File: config.mk
export PLATFORM = sky130hd
export DESIGN_NAME = bin2therm_slew
export DESIGN_NICKNAME = d
export VERILOG_FILES = /design/src/rtl/bin2therm_slew.sv
export SDC_FILE = /design/constraint.sdc
export NUM_CORES = 1
export LEC_CHECK = 0
export BUFFER_PORTS_ARGS = -buffer_cell sky130_fd_sc_hd__buf_2
export CORE_MARGIN = 10
export CORE_UTILIZATION = 33
export CTS_BUF_LIST = sky130_fd_sc_hd__clkbuf_16
export DETAILED_ROUTE_END_ITERATION = 16
export GPL_ROUTABILITY_DRIVEN = 0
export MAX_ROUTING_LAYER = met4
export RECOVER_POWER = 50
export SYNTH_ARGS = -nofsm -noshare
export SYNTH_HDL_FRONTEND = slang
export SYNTH_SLANG_ARGS = --single-unit
File: constraint.sdc
create_clock -name clk -period 4.8 [get_ports clk]
set_input_delay 0.48 -clock clk [delete_from_list [all_inputs] [get_ports clk]]
set_output_delay 0.48 -clock clk [all_outputs]
set_load 0.03 [all_outputs]
File: src/rtl/bin2therm_slew.sv
// -----------------------------------------------------------------------------
// bin2therm_slew
//
// Registered binary-to-thermometer converter with slew limiting. This block
// drives the coarse DCO/DAC control in the locking loop. A binary target comes
// in through a valid/ready handshake. The registered thermometer output then
// walks toward that target by at most MAX_STEP codes per clock, so the unit
// cells never switch in large glitching bursts.
//
// Parameters:
//   N_BITS   - binary width; the thermometer output is 2**N_BITS-1 bits wide
//   MAX_STEP - largest change of the level per clock (1 .. 2**N_BITS-1)
//
// Ports:
//   clk      in   rising-edge clock
//   rst      in   synchronous, active-high reset
//   in_valid in   a target is present on 'in'
//   in_ready out  the block can accept a target
//   in       in   binary target code
//   out      out  registered thermometer code; bit i = (i < level)
//   level    out  registered binary equivalent of 'out'
//   busy     out  a slew is in progress
//   done     out  one-cycle pulse when level reaches the accepted target
//
// Optional feature (macro BIN2THERM_RETARGET_EN):
//   When defined, 'in' is also accepted during a slew and replaces the target.
//   The step taken on that edge still heads toward the old target. Later
//   steps head toward the new one, and may reverse direction. When undefined,
//   in_ready is low during a slew and in_valid is ignored.
// -----------------------------------------------------------------------------
module bin2therm_slew #(
  parameter int N_BITS   = 5,
  parameter int MAX_STEP = 1
) (
  input  logic                   clk,
  input  logic                   rst,
  input  logic                   in_valid,
  output logic                   in_ready,
  input  logic [N_BITS-1:0]      in,
  output logic [2**N_BITS-2:0]   out,
  output logic [N_BITS-1:0]      level,
  output logic                   busy,
  output logic                   done
);

  localparam int THERM_W = 2**N_BITS - 1;

  // The step is held in N_BITS+1 bits so it compares cleanly with |diff|.
  localparam logic [N_BITS:0]   STEP_W = (N_BITS+1)'(MAX_STEP);
  localparam logic [N_BITS-1:0] STEP_N = N_BITS'(MAX_STEP);

  typedef enum logic {
    IDLE = 1'b0,
    SLEW = 1'b1
  } state_e;

  state_e               state_q, state_d;
  logic [N_BITS-1:0]    target_q, target_d;
  logic [N_BITS-1:0]    level_q, level_d;
  logic [THERM_W-1:0]   out_q, out_d;
  logic                 done_q, done_d;

  logic                 xfer;
  logic signed [N_BITS:0] diff;
  logic [N_BITS:0]      abs_diff;

  // ---------------------------------------------------------------------------
  // State register
  // ---------------------------------------------------------------------------
  // NOTE: registers update with non-blocking assignments only. All *_q values
  // therefore change together at the edge, and the comb logic never sees a
  // half-updated state.
  always_ff @(posedge clk) begin
    if (rst) begin
      state_q  <= IDLE;
      target_q <= '0;
      level_q  <= '0;
      out_q    <= '0;
      done_q   <= 1'b0;
    end else begin
      state_q  <= state_d;
      target_q <= target_d;
      level_q  <= level_d;
      out_q    <= out_d;
      done_q   <= done_d;
    end
  end

  // ---------------------------------------------------------------------------
  // Next-state and datapath logic
  // ---------------------------------------------------------------------------
  // NOTE: every signal gets a default at the top of the block. No path can
  // leave one unassigned, so no latch is inferred.
  always_comb begin
    state_d  = state_q;
    target_d = target_q;
    level_d  = level_q;
    done_d   = 1'b0;

    xfer     = in_valid && in_ready;

    // The distance is taken in N_BITS+1 signed bits, so sign and magnitude
    // are both exact over the full 0 .. 2**N_BITS-1 range.
    diff     = $signed({1'b0, target_q}) - $signed({1'b0, level_q});
    abs_diff = diff[N_BITS] ? N_BITS'(0) - unsigned'(diff) : unsigned'(diff);

    unique case (state_q)
      IDLE: begin
        if (xfer) begin
          target_d = in;
          if (in != level_q) begin
            state_d = SLEW;
          end else begin
            // Already there: acknowledge at once with a done pulse.
            done_d = 1'b1;
          end
        end
      end

      SLEW: begin
        // Snap to the target when it is within one step. Otherwise take a
        // full step. A full step is only taken when |diff| > MAX_STEP, so the
        // level can never leave the code range.
        if (abs_diff <= STEP_W) begin
          level_d = target_q;
        end else if (diff[N_BITS]) begin
          level_d = level_q - STEP_N;
        end else begin
          level_d = level_q + STEP_N;
        end

`ifdef BIN2THERM_RETARGET_EN
        // A new target replaces the old one on this edge. This edge's step
        // was already computed against the old target above.
        if (xfer) begin
          target_d = in;
        end
`endif

        // The slew finishes only on reaching the most recent target.
        if (level_d == target_d) begin
          state_d = IDLE;
          done_d  = 1'b1;
        end
      end

      default: state_d = IDLE;
    endcase
  end

  // The thermometer code is derived from level_d and registered on the same
  // edge, so 'out' and 'level' can never disagree.
  always_comb begin
    out_d = '0;
    for (int i = 0; i < THERM_W; i++) begin
      out_d[i] = (i < int'(level_d));
    end
  end

  // ---------------------------------------------------------------------------
  // Output logic
  // ---------------------------------------------------------------------------
  always_comb begin
`ifdef BIN2THERM_RETARGET_EN
    in_ready = 1'b1;
`else
    in_ready = (state_q == IDLE);
`endif
    busy = (state_q == SLEW);
  end

  assign out   = out_q;
  assign level = level_q;
  assign done  = done_q;

endmodule

==> metrics.csv <==
stage,metric,value,unit
outcome,outcome,"finished, final reports clean",
placement,io_buffers,46,
clock_tree,clk_path_buf_depth,2,
setup_path,cp_cell_sequence,"inv_1, ha_1, nand3_1, o21ai_2, inv_1, fa_1, a21o_1, a21oi_1, xnor2_1, or3_1, a21oi_2, o21ai_1, o21ai_0",
min_path,min_from,in[1],
clock_tree,cts_tree,built,
setup_path,cp_data_arrival_time,3.89,ns
finish,area_growth,19.2,%
die,die_h,98.8,um
synthesis,ys_ff_latch,42,
clock_tree,cts_made_buffers,5,
setup_path,slowest_stage,o21ai_1,
timing,setup_violations,0,
clock_tree,htree_levels,2,
setup_path,endpoint_kind,register,
setup_path,path_buf_inv,2,
timing,rsz0062_at_grt,false,
placement,place_area,2340,um^2
clock_tree,cts_hold_buf,0,
placement,dp_hpwl,4010,um
synthesis,syn_nets,239,
synthesis,postSynthAreaPerCell,9.32,um^2
die,core_area,5990,um^2
synthesis,synth_top_area_share,0.410,
finish,seqCellArea,841,um^2
job,max-cap-violations,0,
setup_path,crit_top_cell,inv_1,
placement,post-place-ws,1.01,ns
grt,overflow,0,
finish,final_area,2440,um^2
detailed_routing,vias_per_cell,4.96,
timing,fin_crit_sh,0.784,
detailed_routing,drtIter0Drc,75,
setup_path,crit_family,compound AO/OA/AOI/OAI gates,
clock_tree,root_buffer,clkbuf_16,
clock_tree,post_cts_resized,0,
synthesis,ys_seq_area_frac,0.410,
detailed_routing,via_count,1693,
timing,max_slew_margin,0.479,
synthesis,synth-edff-count,0,
detailed_routing,drc,0,
detailed_routing,ant_nets,0,
grt,grt_use_total,0.107,
synthesis,async_reset_ff_frac,0,
synthesis,ys_types,45,
setup_path,crit_start,out[15]$_SDFF_PP0_,
setup_path,slowest_delay,0.60,ns
min_path,hold_path.class,in2reg,
synthesis,syn_area,2050,um^2
timing,slew_viol_final,0,
timing,finalCriticalPeriod,3.76,ns
timing,setup_slack,1.04,ns
synthesis,yosys-top-cells-area,"dfxtp_1, ha_1, a21oi_1",
setup_path,critPathRequiredTime,4.93,ns
finish,drive_above_1_share,0.124,
die,dieArea,9770,um^2
setup_path,path_class,reg2reg,
grt,grt_pass1_wl,8450,um
timing,clock_skew,0.00480,ns
grt,grt_pass1_vias,1662,
synthesis,synthCells,220,
detailed_routing,wl,5190,um
finish,nFillCells,623,
finish,diodes,0,
clock_tree,cts_setup_buffers,0,
clock_tree,cts.sinks,42,
timing,tns,0,ns
synthesis,yosysTopAreaCell,dfxtp_1,
clock_tree,clkLatencyLatePin,0.28,ns
synthesis,ys_warn_count,0,
detailed_routing,drt_first_pass_iters,4,
synthesis,ys_dominant_reg_cell,dfxtp_1,
finish,multi_input_area,1120,um^2
die,start_util,0.342,
timing,fmax,266,MHz
grt,grt_max_degree,22,
die,rows,28,
finish,fin_nets,284,
die,dieWidth,98.8,um
clock_tree,path_clk_slew,0.07,ns
setup_path,start_kind,register,
timing,final_hold_viol_count,0,
setup_path,path_max_fanout,11,
grt,antenna_found_initial,0,
setup_path,r2r_start,out[15]$_SDFF_PP0_,
die,ioPinCount,47,
timing,worstMarginPinSlew,0.782,ns
detailed_routing,wl_per_cell,15.2,um
==> cell usage after synthesis, types with 5 or more instances <==
| master | count |
|---|---|
| nor2_1 | 19 |
| dfxtp_1 | 42 |
| ha_1 | 9 |
| xnor2_1 | 8 |
| clkbuf_1 | 5 |
| nor3_1 | 11 |
| nand3_1 | 6 |
| and3_1 | 5 |
| inv_1 | 11 |
| a21oi_1 | 21 |
| nand2_1 | 10 |
| or3_1 | 6 |
| xor2_1 | 9 |
==> layout make-up <==
cell class | instances | area share
multi-input cells | 157 | 0.460
flip-flops and latches | 42 | 0.344
repair buffers | 47 | 0.0778
clock buffers | 5 | 0.0512
well taps | 75 | 0.0384
inverters | 12 | 0.0184
clock inverters | 3 | 0.0102
==> per-stage QoR <==
step	std cells	hold slack (ns)	utilization
after floorplan	220	0.519	-
after global placement	333	0.557	0.391
after detailed placement	333	0.568	0.391
after CTS	341	0.450	0.416
after global routing	341	0.474	0.408
final	341	0.448	0.408
==> cell usage in the layout (no fill, tap or decap), types with 3 or more instances in the layout <==
cell type | netlist | final
dfxtp_1 | 42 | 42
o21ai_1 | 3 | 3
ha_1 | 9 | 9
nand3_1 | 6 | 6
xor2_1 | 9 | 9
nor3_1 | 11 | 11
inv_1 | 11 | 11
mux2i_1 | 3 | 3
clkbuf_16 | 0 | 5
and3_1 | 5 | 5
nand2_1 | 10 | 10
xnor2_1 | 8 | 8
or3_1 | 6 | 6
nor2_1 | 19 | 19
a21o_1 | 4 | 4
o21ai_0 | 4 | 4
clkbuf_1 | 5 | 36
a21oi_1 | 21 | 21
o2111ai_1 | 4 | 4
a31oi_1 | 3 | 3
buf_2 | 3 | 11
==> sequential cells by signal, summed over array words and instances (netlist names) <==
| signal | flops |
|---|---|
| busy | 1 |
| done | 1 |
| level | 4 |
| target_q | 5 |
| out | 31 |
==> per-layer routing <==
layer,share of wire,wire [um],track usage
met5,0,0,-
met4,0.0081,42,0.0276
met3,0.045,235,0.0314
met2,0.44,2290,0.161
met1,0.51,2630,0.137
==> worst reg2reg max path: stages (launching register included) <==
cell	delay, ns
dfxtp_1	0.51
inv_1	0.12
ha_1	0.35
nand3_1	0.09
o21ai_2	0.32
inv_1	0.17
fa_1	0.43
a21o_1	0.20
a21oi_1	0.16
xnor2_1	0.19
or3_1	0.17
a21oi_2	0.08
o21ai_1	0.60
o21ai_0	0.21
==> logic make-up after synthesis <==
| group | synth area share |
|---|---|
| DFF | 0.410 |
| and+or+nand+nor | 0.204 |
| muxes | 0.0220 |
| adders and majority gates | 0.0744 |
| buffers and inverters | 0.0421 |
| AOI/OAI and AO/OA | 0.175 |
| xor gates and xnor gates | 0.0726 |
==> worst paths after layout <==
kind	endpoint	slack, ns	cells past startpoint
worst max-delay path	out[8]$_SDFF_PP0_	1.04	13
worst max register to register	out[8]$_SDFF_PP0_	1.04	13
worst min register to register	level[0]$_SDFF_PP0_	0.57	2
worst min-delay path	target_q[1]$_SDFFE_PP0P_	0.45	3
Power is not shown: default switching activity piles up to over one toggle a cycle in this logic, so the estimate is an artifact.
